===== config.mk =====
export PLATFORM = sky130hd
export DESIGN_NAME = shot_sequencer
export DESIGN_NICKNAME = d
export VERILOG_FILES = /design/src/rtl/shot_sequencer.sv
export SDC_FILE = /design/constraint.sdc
export NUM_CORES = 1
export LEC_CHECK = 0
export ABC_AREA = 1
export CAP_MARGIN = 5
export CORE_MARGIN = 10
export CORE_UTILIZATION = 40
export CTS_CLUSTER_SIZE = 40
export DETAILED_ROUTE_END_ITERATION = 6
export PLACE_DENSITY = 0.72
export SLEW_MARGIN = 20
export SYNTH_ARGS = -nofsm -noshare
export SYNTH_HDL_FRONTEND = slang
export SYNTH_SLANG_ARGS = --single-unit

===== constraint.sdc =====
create_clock -name vga_clk -period 1.5 [get_ports vga_clk]
set_clock_uncertainty 0.05 [all_clocks]
set_input_delay 0.3 -clock vga_clk [delete_from_list [all_inputs] [get_ports vga_clk]]
set_output_delay 0.3 -clock vga_clk [all_outputs]
set_load 0.005 [all_outputs]

===== src/rtl/shot_sequencer.sv =====
// shot_sequencer: turns a fire click into a frame-aligned hit-test flash and reports hit/miss per shot.
// Optional macro SHOT_COOLDOWN_EN adds a COOL lockout of COOL_FRAMES frames after each non-final shot.
module shot_sequencer #(
  parameter int         AMMO         = 3,
  parameter int         FLASH_FRAMES = 1,
  parameter int         HIT_HALF     = 25,
  parameter logic [7:0] FIRE_CODE    = 8'd2
`ifdef SHOT_COOLDOWN_EN
  , parameter int       COOL_FRAMES  = 8
`endif
) (
  input  logic       vga_clk,
  input  logic       Reset_n,
  input  logic       frame_start,
  input  logic       blank,
  input  logic [9:0] DrawX,
  input  logic [9:0] DrawY,
  input  logic [9:0] BallX,
  input  logic [9:0] BallY,
  input  logic [7:0] MouseButtons,
  input  logic       duck_px,
  input  logic       round_start,
  output logic       shot_on,
  output logic [1:0] shots_left,
  output logic       hit,
  output logic       miss,
  output logic       round_over,
  output logic       busy
);
`ifdef SHOT_COOLDOWN_EN
  typedef enum logic [2:0] {IDLE, ARMED, WAIT, FLASH, RESULT, DONE, COOL} state_t;
`else
  typedef enum logic [2:0] {IDLE, ARMED, WAIT, FLASH, RESULT, DONE} state_t;
`endif
  localparam logic signed [10:0] HH = 11'(HIT_HALF);
  state_t state, state_d;
  logic fire_q, click, in_box, hit_acc, acc_d, hit_d, miss_d;
  logic [1:0] shots_d;
  logic [3:0] cnt, cnt_d;
  logic signed [10:0] dx, dy;
  assign click = (MouseButtons == FIRE_CODE) & ~fire_q;
  // zero-extended 11-bit signed differences keep a crosshair near the screen edge from wrapping
  assign dx = {1'b0, DrawX} - {1'b0, BallX};
  assign dy = {1'b0, DrawY} - {1'b0, BallY};
  assign in_box = (dx <= HH) && (dx >= -HH) && (dy <= HH) && (dy >= -HH);
  assign shot_on = state == FLASH;
  assign round_over = state == DONE;
  assign busy = !(state == ARMED || state == IDLE);
  always_comb begin
    state_d = state;
    cnt_d = cnt;
    acc_d = hit_acc;
    shots_d = shots_left;
    hit_d = 1'b0;
    miss_d = 1'b0;
    case (state)
      IDLE: ;
      ARMED: if (click && shots_left != 2'd0) state_d = WAIT;
      WAIT: begin
        cnt_d = '0;
        acc_d = 1'b0;
        if (frame_start) state_d = FLASH;
      end
      FLASH: begin
        acc_d = hit_acc | (blank & duck_px & in_box);
        cnt_d = cnt + 4'(frame_start);
        if (frame_start && cnt_d == 4'(FLASH_FRAMES)) state_d = RESULT;
      end
      RESULT: begin
        hit_d = hit_acc;
        miss_d = ~hit_acc;
        shots_d = shots_left - 2'd1;
        cnt_d = '0;
`ifdef SHOT_COOLDOWN_EN
        state_d = shots_d == 2'd0 ? DONE : COOL;
`else
        state_d = shots_d == 2'd0 ? DONE : ARMED;
`endif
      end
      DONE: ;
`ifdef SHOT_COOLDOWN_EN
      COOL: begin
        cnt_d = cnt + 4'(frame_start);
        if (frame_start && cnt_d == 4'(COOL_FRAMES)) state_d = ARMED;
      end
`endif
      default: state_d = IDLE;
    endcase
    // a new round overrides everything, including a shot still in flight
    if (round_start) begin
      state_d = ARMED;
      shots_d = 2'(AMMO);
      acc_d = 1'b0;
      hit_d = 1'b0;
      miss_d = 1'b0;
    end
  end
  always_ff @(posedge vga_clk or negedge Reset_n) begin
    if (!Reset_n) begin
      state <= IDLE;
      fire_q <= 1'b0;
      cnt <= '0;
      hit_acc <= 1'b0;
      shots_left <= '0;
      hit <= 1'b0;
      miss <= 1'b0;
    end else begin
      state <= state_d;
      fire_q <= MouseButtons == FIRE_CODE;
      cnt <= cnt_d;
      hit_acc <= acc_d;
      shots_left <= shots_d;
      hit <= hit_d;
      miss <= miss_d;
    end
  end
endmodule


# After elaboration in Yosys (flattened, before gate mapping)
# Cells that the tools add are included.
[word_totals] regBits=13 in_bits=54 output_inout_bits=7
[classes] n_addsub=4 order_cmp=4 eq_ne=11 mux=15 bitwise=6 n_reduce_logical=16
[ops] cell="11-bit by 6-bit >= comparator with 1-bit output, second input constant" n=2
[ops] cell="11-bit by 6-bit less-or-equal comparator with 1-bit output, second input constant" n=2
[ops] cell="10-bit by 10-bit subtractor with 11-bit output" n=2
[ops] cell="3-bit two-way mux" n=5
[ops] cell="3-bit one-hot mux with 5 select lines" n=1
[ops] cell="8-bit by 2-bit equality test with 1-bit output, second input constant" n=1
[ops] cell="4-bit one-hot mux with 2 select lines" n=1
[ops] cell="3-bit by 2-bit equality test with 1-bit output, second input constant" n=2
[ops] cell="3-bit equality test, second input constant" n=2
[ops] cell="3-bit by 2-bit inequality test with 1-bit output, second input constant" n=2
[ops] cell="2-bit nonzero test" n=3
[ops] cell="1-bit logical AND" n=5
[ops] cell="1-bit two-way mux" n=5
[ops] cell="4-bit by 1-bit adder with 4-bit output" n=1
[ops] cell="4-bit by 1-bit equality test with 1-bit output, second input constant" n=1
[ops] cell="2-bit two-way mux" n=2
[ops] cell="4-bit AND reduction" n=1
[ops] cell="2-bit OR reduction" n=2
[ops] cell="1-bit AND" n=3
[ops] cell="3-bit by 1-bit equality test with 1-bit output, second input constant" n=1
[ops] cell="3-bit logical NOT" n=1
[ops] cell="3-bit inequality test, second input constant" n=1
[ops] cell="3-bit nonzero test" n=1
[ops] cell="2-bit logical NOT" n=1
[ops] cell="7 further kinds" n=8

# Logic depth before layout (Yosys ltp)
# Gate-level depths: netlist of run 1.
[logic_depth] depth_word=9 mapped_depth=20

# Least setup slack after synthesis of run 1
# No wires, ideal clock.
[synth_timing] path_kind="input-to-reg" startpoint="input DrawX[0]" endpoint="register hit_acc" arrival_time_ps=1829 t_required_ps=1334 slack_ps=-496 path_stages=19 cell_sequence="inv_1 > ha_1 > fa_1 > inv_1 > nand3_1 > nand2_2 > nand3_2 > nand2_1 > nand2_1 > nand2_1 > a21oi_2 > nand2_1 > nand2_1 > nand2_1 > nor2_1 > nand2_1 > nand2_1 > nand2_1 > nand2_1"
[synth_via] elab_chain_cells=9
[synth_rtl] element="start, declared" line_no="16" text="input logic [9:0] DrawX,"
[synth_rtl] element="10-bit by 10-bit subtractor with 11-bit output *" line_no="43" text="assign dx = {1'b0, DrawX} - {1'b0, BallX};"
[synth_rtl] element="11-bit by 6-bit less-or-equal comparator with 1-bit output or 11-bit by 6-bit >= comparator with 1-bit output (tied branches)" line_no="45" text="assign in_box = (dx <= HH) && (dx >= -HH) && (dy <= HH) && (dy >= -HH);"
[synth_rtl] element="1-bit logical AND * (3 in a row)" line_no="45"
[synth_rtl] element="1-bit AND *" line_no="65" text="acc_d = hit_acc | (blank & duck_px & in_box);"
[synth_rtl] element="1-bit OR *" line_no="65"
[synth_rtl] element="1-bit one-hot mux with 2 select lines *" line_no="56" text="case (state)"
[synth_rtl] element="1-bit two-way mux *" line_no="90" text="if (round_start) begin"
[synth_rtl] element="end signal, assigned" line_no="103" text="hit_acc <= 1'b0;"
[synth_rtl] element="end signal, assigned" line_no="111" text="hit_acc <= acc_d;"
[synth_rtl] element="end, declared" line_no="37" text="logic fire_q, click, in_box, hit_acc, acc_d, hit_d, miss_d;"
# Every way passes the cells marked *; elsewhere a longest branch is shown, timed or not.
# A chain may end at the register's enable or synchronous reset.

# Worst setup path in the final report of run 1
[layout_timing] startpoint="input DrawX[4]" endpoint="register hit_acc"
# The elaborated chain is that of the path after synthesis.

==> results of run 1 <==
==> routing by layer <==
metal,part of all wire,global-route usage
met1,0.42,0.190
met2,0.50,0.275
met3,0.044,0.0204
met4,0.036,0.0527
met5,0,0
==> through the flow <==
step / hold WS, ns / instance area, sq um / TNS (ns)
finish: 0.336 / 3800 / -1.62
global route: 0.336 / 3800 / -2.09
CTS: 0.316 / 3610 / -1.02
detailed placement: 0.410 / 3180 / -3.51
global placement: 0.407 / 3180 / -3.29
floorplan: -0.0456 / 2120 / -0.585
==> path summary, 6_finish.rpt <==
path / start / to / slack (ns) / depth (start not counted)
min in group vga_clk: hit_acc$_DFFE_PN0P_ / miss$_DFF_PN0_ / 0.43 / 1
hold reg to reg: hit_acc$_DFFE_PN0P_ / miss$_DFF_PN0_ / 0.43 / 1
setup reg to reg: cnt[0]$_DFFE_PN0P_ / state[1]$_DFFE_PN0P_ / -0.30 / 9
setup / recovery: DrawX[4] / hit_acc$_DFFE_PN0P_ / -0.44 / 18
max in group asynchronous: Reset_n / state[1]$_DFFE_PN0P_ / 0.88 / 2
hold / removal: Reset_n / cnt[2]$_DFFE_PN0P_ / 0.34 / 2
==> registers in the layout, indices dropped and copies added, names as in the netlist <==
register,flops
hit,1
hit_acc,1
cnt,4
miss,1
state,3
shots_left,2
fire_q,1
==> logic make-up after synthesis <==
kind of cell	share of synthesized area
AOI/OAI and AO/OA	0.104
xor gates and xnor gates	0.0295
adders and majority gates	0.164
buffers and inverters	0.133
DFF	0.156
and+or+nand+nor	0.413
==> final cells by class <==
class / instances / area, sq um / area share
inverters: 72 / 283 / 0.0743
clock buffers: 4 / 45.0 / 0.0118
repair buffers: 129 / 1110 / 0.292
flip-flops and latches: 13 / 327 / 0.0858
multi-input cells: 257 / 1950 / 0.513
well taps: 70 / 87.6 / 0.0230
==> worst max-delay path, cell delays in order <==
cell and delay [ns]:
dlygate4sd2_1 0.26, ha_4 0.32, nand2_4 0.07, nor2_4 0.12, nand2_2 0.08, nand3_2 0.10
nand2_1 0.07, nand2_1 0.08, nand3_1 0.09, nor2_1 0.12, nand2_1 0.07, nand2_1 0.06
nand2_1 0.05, nor2_1 0.09, nand2_1 0.06, nand2_1 0.05, nand2_1 0.04, nand2_1 0.05
==> Yosys cell counts (2+ instances only) <==
master	n	area (sq um)
nor3_1	5	25.0
nand4_1	8	50.1
a21oi_2	5	43.8
nand3_1	36	180
xnor2_1	2	17.5
a21oi_1	10	50.1
nand3_2	5	50.1
nand2_2	9	56.3
nor2_2	3	18.8
o21ai_1	2	10.0
inv_1	69	259
o21ai_0	8	40.0
nor2_1	23	86.3
a31oi_1	3	18.8
fa_1	2	40.0
dfrtp_1	13	325
xor2_1	5	43.8
ha_1	24	300
o21bai_1	2	15.0
nand2_1	96	360
inv_2	2	7.51
==> power by group <==
part           internal [uW]  total [uW]  switching [uW]
logic                   1100        2250            1160
clock network            188         316             128
registers                414         462            47.8
total                   1700        3030            1330
==> repair_timing <==
action / in CTS / in global routing
pin swaps: 64 / 22
endpoints found under the setup margin: 7 / 17
setup buffers: 9 / 11
resized for setup: 136 / 41
endpoints found under the hold margin: 0 / 0
gates cloned: 0 / 0
==> metrics.md, run 1 <==
| Metric | Value |
|---|---|
| Top FF cell, synth | `dfrtp_1` |
| CTS root buffer | `clkbuf_8` |
| CTS clk-pin slew, worst paths | `0.06 ns` |
| Site Rows | `26` |
| Fin crit period | `1.94 ns` |
| Clock Latency Late Sink | `0.25 ns` |
| Actual slew at the worst max-slew pin | `0.255 ns` |
| Post-Syn Nets | `423` |
| Placed cell count | `about 520` |
| PwrDens | `796 nW/um^2` |
| Die height | `~92 microns` |
| Core area | `5070 sq um` |
| Largest net degree at the start of global routing | `14` |
| Antenna cells | `0` |
| Global route overflow | `0` |
| Mapped cell area | `between 2000 and 2500 sq um` |
| Worst IR Drop VDD | `0.000619 V` |
| Final Non-Filler Cells | `about 550` |
| Max Cap Violations | `0` |
| Max Clk Rate | `0.514 GHz` |
| Syn avg cell area | `6.07 sq um` |
| NumNets Final | `556` |
| Final hold vios | `0` |
| Synth warn | `0` |
| WP data required | `1.63 ns` |
| Crit end category | `flip-flop` |
| Initial core utilization | `0.410` |
| PnR worst setup slack | `-0.445 ns` |
| Most frequent cells in the layout | `76 x nand2_1, 62 x buf_4, 45 x inv_1` |
| Outcome | `complete, but fails checks` |
| Via Count | `2726` |
| Hold Path Class | `primary input to asynchronous set/reset pin` |
| Max Root-Sink Buffers | `2` |
| CTS buffer count | `3` |
| TritonCTS clock tree | `done` |
| PortBufs | `60` |
| GP Congestion | `0.825` |
| Worst rel slew slack | `0.828` |
| Synth Register Bits | `13` |
| DP Wirelength | `slightly below 5 mm` |
| Vias in the first global route | `2647` |
| ANT nets after route | `0` |
| Initial antenna violation count | `0` |
| Total power | `3030 uW` |
| CP Class | `primary input to flip-flop` |
| Leakage | `a little under 0.002 uW` |
| Synthesized instance count | `343` |
| Tcrit/Tclk final | `1.30` |
| Routed len/inst | `13.9 microns` |
| Worst slack at placement | `-1.10 ns` |
| Residual DRC | `0` |
| Failing checks | `setup timing` |
| Most common cell after layout, fill and taps aside | `nand2_1` |
| WP data arrival | `2.08 ns` |
| Final core occ | `0.750` |
| Initial drt markers | `151` |
| Worst setup SP type | `primary input` |
| First-pass GRT wire length | `11.5 mm` |
| Sink Count | `13` |
| Post-synth ARST share | `1.00` |
| FILL cells | `395` |
| Distinct cells, synth | `32` |
| Routed wire length | `7.60 mm` |
| RSZ-0062 raised after global routing | `yes` |
| Drt first pass iters | `4` |
| Worst-path fanout max | `4` |
| DIE AREA | `roughly 8500 sq um` |
| Count of final setup violators | `5` |
| Sequential-to-total area share from yosys stat | `0.156` |
| Post-DR vias/cell | `5.00` |
| Synth-to-Final Area Change | `82.9%` |
| Overall Global Routing Usage | `0.156` |
| # IOs | `slightly above 60` |
| H-tree depth | `1` |
| Fraction of layout cells with a size suffix above 1 | `0.408` |
| Die width | `92.1 microns` |
| Post-synth EDFFs | `0` |
| Slew Viols, Final | `0` |
| # hold bufs at CTS | `0` |
No activity file was read; power rests on OpenSTA's default activity.
==> inputs of run 2 (changes only) <==
- SKIP_CTS_REPAIR_TIMING: unset -> 1
==> metrics.md, run 2 (same netlist as run 1, synthesis figures left out) <==
| Metric | Value |
|---|---|
| PwrDens | `715 nW/um^2 (-10%)` |
| TritonCTS clock tree | `done` |
| Biggest register | `cnt` |
| Initial antenna violation count | `0 (unchanged)` |
| Via Count | `2657 (-2.5%)` |
| DIE AREA | `8490 sq um (unchanged)` |
| Max Root-Sink Buffers | `2 (unchanged)` |
| Initial drt markers | `95 (-37%)` |
| Sequential Area | `327 sq um (unchanged)` |
| First-pass GRT wire length | `9.74 mm (-15%)` |
| Max Clk Rate | `0.512 GHz (-0.49%)` |
| Worst rel slew slack | `0.849 (+0.0203)` |
| ANT nets after route | `0 (unchanged)` |
| Actual slew at the worst max-slew pin | `0.225 ns (-0.0302 ns)` |
| Die height | `92.1 microns (unchanged)` |
| Post-DR vias/cell | `4.94 (-1.3%)` |
| GP Congestion | `0.825 (unchanged)` |
| Placed cell count | `523 (unchanged)` |
| Largest registers | `cnt: 4 flops, state: 3 flops, shots_left: 2 flops` |
| Routed wire length | `7.36 mm (-3.1%)` |
| # IOs | `61 (unchanged)` |
| Overall Global Routing Usage | `0.130 (-0.0262)` |
| Crit-path slowest cell | `fa_2` |
| Worst R2R End | `state[0]$_DFFE_PN0P_` |
| Worst setup SP type | `primary input` |
| Worst IR Drop VDD | `0.000485 V (-22%)` |
| Clk network pwr share | `0.115 (+0.011)` |
| CTS clk-pin slew, worst paths | `0.06 ns (about the same)` |
| TNS Setup | `-1.23 ns (+0.389 ns)` |
| Largest net degree at the start of global routing | `14 (unchanged)` |
| Synth-to-Final Area Change | `87.6%` |
| Routed len/inst | `13.7 microns (-1.9%)` |
| Site Rows | `26 (unchanged)` |
| Final hold vios | `0 (unchanged)` |
| Worst Reg-to-Reg Cells | `9 (unchanged)` |
| Max Cap Violations | `0 (unchanged)` |
| Count of final setup violators | `6 (+1)` |
| Global route overflow | `0 (unchanged)` |
| Crit path top cell by count | `nand2_1` |
| Multi-input logic area | `2010 sq um (+3.1%)` |
| PnR worst setup slack | `-0.454 ns (-0.00965 ns)` |
| NumNets Final | `549 (-1.3%)` |
| Sink Count | `13 (unchanged)` |
| Worst-path cell chain | `buf_8 -> inv_8 -> ha_4 -> fa_2 -> inv_2 -> nand3_4 -> nand2_4 -> nand3_4 -> nand3_4 -> nand2_2 -> a21oi_2 -> nand2_1 -> nand2_1 -> nand2_1 -> nor2_1 -> nand2_1 -> nand2_1 -> nand2_1 -> nand2_1` |
| Worst-path fanout max | `3 (-1)` |
| Fin crit period | `1.95 ns (+0.00965 ns)` |
| WP data arrival | `2.09 ns (about the same)` |
| Slew Viols, Final | `0 (unchanged)` |
| Combinational Power Share | `0.713 (-0.030)` |
| Psw | `1190 uW (-11%)` |
| Failing checks | `setup timing` |
| H-tree depth | `1 (unchanged)` |
| Total power | `2790 uW (-7.8%)` |
| Clock Latency Late Sink | `0.25 ns (about the same)` |
| DP Wirelength | `4.91 mm (unchanged)` |
| CTS buffer count | `3 (unchanged)` |
| Worst r2r src | `cnt[0]$_DFFE_PN0P_` |
| Crit-path max cell delay | `0.40 ns (+0.08 ns)` |
| Leakage | `0.00216 uW (+10%)` |
| Hold Path Class | `primary input to asynchronous set/reset pin` |
| Initial core utilization | `0.410 (unchanged)` |
| CP endpoint | `hit_acc$_DFFE_PN0P_` |
| Design Area, Final | `3900 sq um (+2.6%)` |
| Most common cell after layout, fill and taps aside | `nand2_1` |
| Sw Ratio | `0.426 (-0.0133)` |
| Vias in the first global route | `2364 (-11%)` |
| FILL cells | `348 (-12%)` |
| Core area | `5070 sq um (unchanged)` |
| Outcome | `complete, but fails checks` |
| R2r setup slk | `-0.25 ns (+0.05 ns)` |
| Drt first pass iters | `4 (unchanged)` |
| Fraction of layout cells with a size suffix above 1 | `0.421 (+0.0125)` |
| P_int | `1600 uW (-5.6%)` |
| Tcrit/Tclk final | `1.30 (+0.00644)` |
| CTS root buffer | `clkbuf_8` |
| Final core occ | `0.769 (+0.0195)` |
| RSZ-0062 raised after global routing | `yes` |
| Antenna cells | `0 (unchanged)` |
| Die width | `92.1 microns (unchanged)` |
| Most frequent cells in the layout | `69 x nand2_1, 57 x buf_4, 42 x inv_1` |
| Final Non-Filler Cells | `538 (-1.3%)` |
| CP Class | `primary input to flip-flop` |
| Residual DRC | `0 (unchanged)` |
| Seq pwr share | `0.172 (+0.019)` |
| Max reg flops | `4 (unchanged)` |
| PortBufs | `60 (unchanged)` |
| Crit end category | `flip-flop` |
| WP data required | `1.64 ns (about the same)` |
| Critical path startpoint | `DrawX[0]` |
| Placed Area | `3180 sq um (unchanged)` |
==> run 2: final cells by class <==
cell class / count / area share
clock buffer: 4 / 0.0115
inverter: 72 / 0.0712
multi-input combinational: 257 / 0.516
sequential: 13 / 0.0837
tap: 70 / 0.0224
timing repair buffer: 122 / 0.296
==> run 2: worst min-delay path by stage <==
stage | startpoint | endpoint | slack, ns | cells past startpoint
6_report | Reset_n | cnt[2]$_DFFE_PN0P_ | 0.34 | 2
5_1_grt | Reset_n | cnt[2]$_DFFE_PN0P_ | 0.36 | 2
4_1_cts | Reset_n | cnt[2]$_DFFE_PN0P_ | 0.32 | 2
3_5_place_dp | hit_acc$_DFFE_PN0P_ | miss$_DFF_PN0_ | 0.41 | 1
3_3_place_gp | hit_acc$_DFFE_PN0P_ | miss$_DFF_PN0_ | 0.41 | 1
2_1_floorplan | Reset_n | cnt[0]$_DFFE_PN0P_ | -0.05 | 0
==> run 2: worst max-delay path, delay by kind of cell <==
kind	cells	cell delay, ns
buf+inv	3	0.21
simple gates	13	0.90
compound gates	1	0.11
fa+ha+maj	2	0.55
==> run 2: per-stage QoR <==
| stage | setup WS (ns) | hold slack (ns) |
|---|---|---|
| detailed placement | -1.10 | 0.410 |
| floorplan | -0.357 | -0.0456 |
| global route | -0.634 | 0.357 |
| global placement | -1.02 | 0.407 |
| finish | -0.454 | 0.336 |
| CTS | -0.848 | 0.316 |
==> run 2: power groups by stage <==
stage	Combinational (uW)	Sequential, uW	Clock, uW
finish	1990	480	322
global route	2180	486	344
CTS	1570	464	322
detailed placement	1560	469	0
global placement	1520	468	0
floorplan	804	467	0
==> run 2: per-layer routing <==
layer | part of all wire | wire length, microns | GRT usage
met1 | 0.43 | 3200 | 0.165
met2 | 0.51 | 3750 | 0.222
met5 | 0 | 0 | 0
met3 | 0.044 | 322 | 0.0187
met4 | 0.012 | 87 | 0.0347
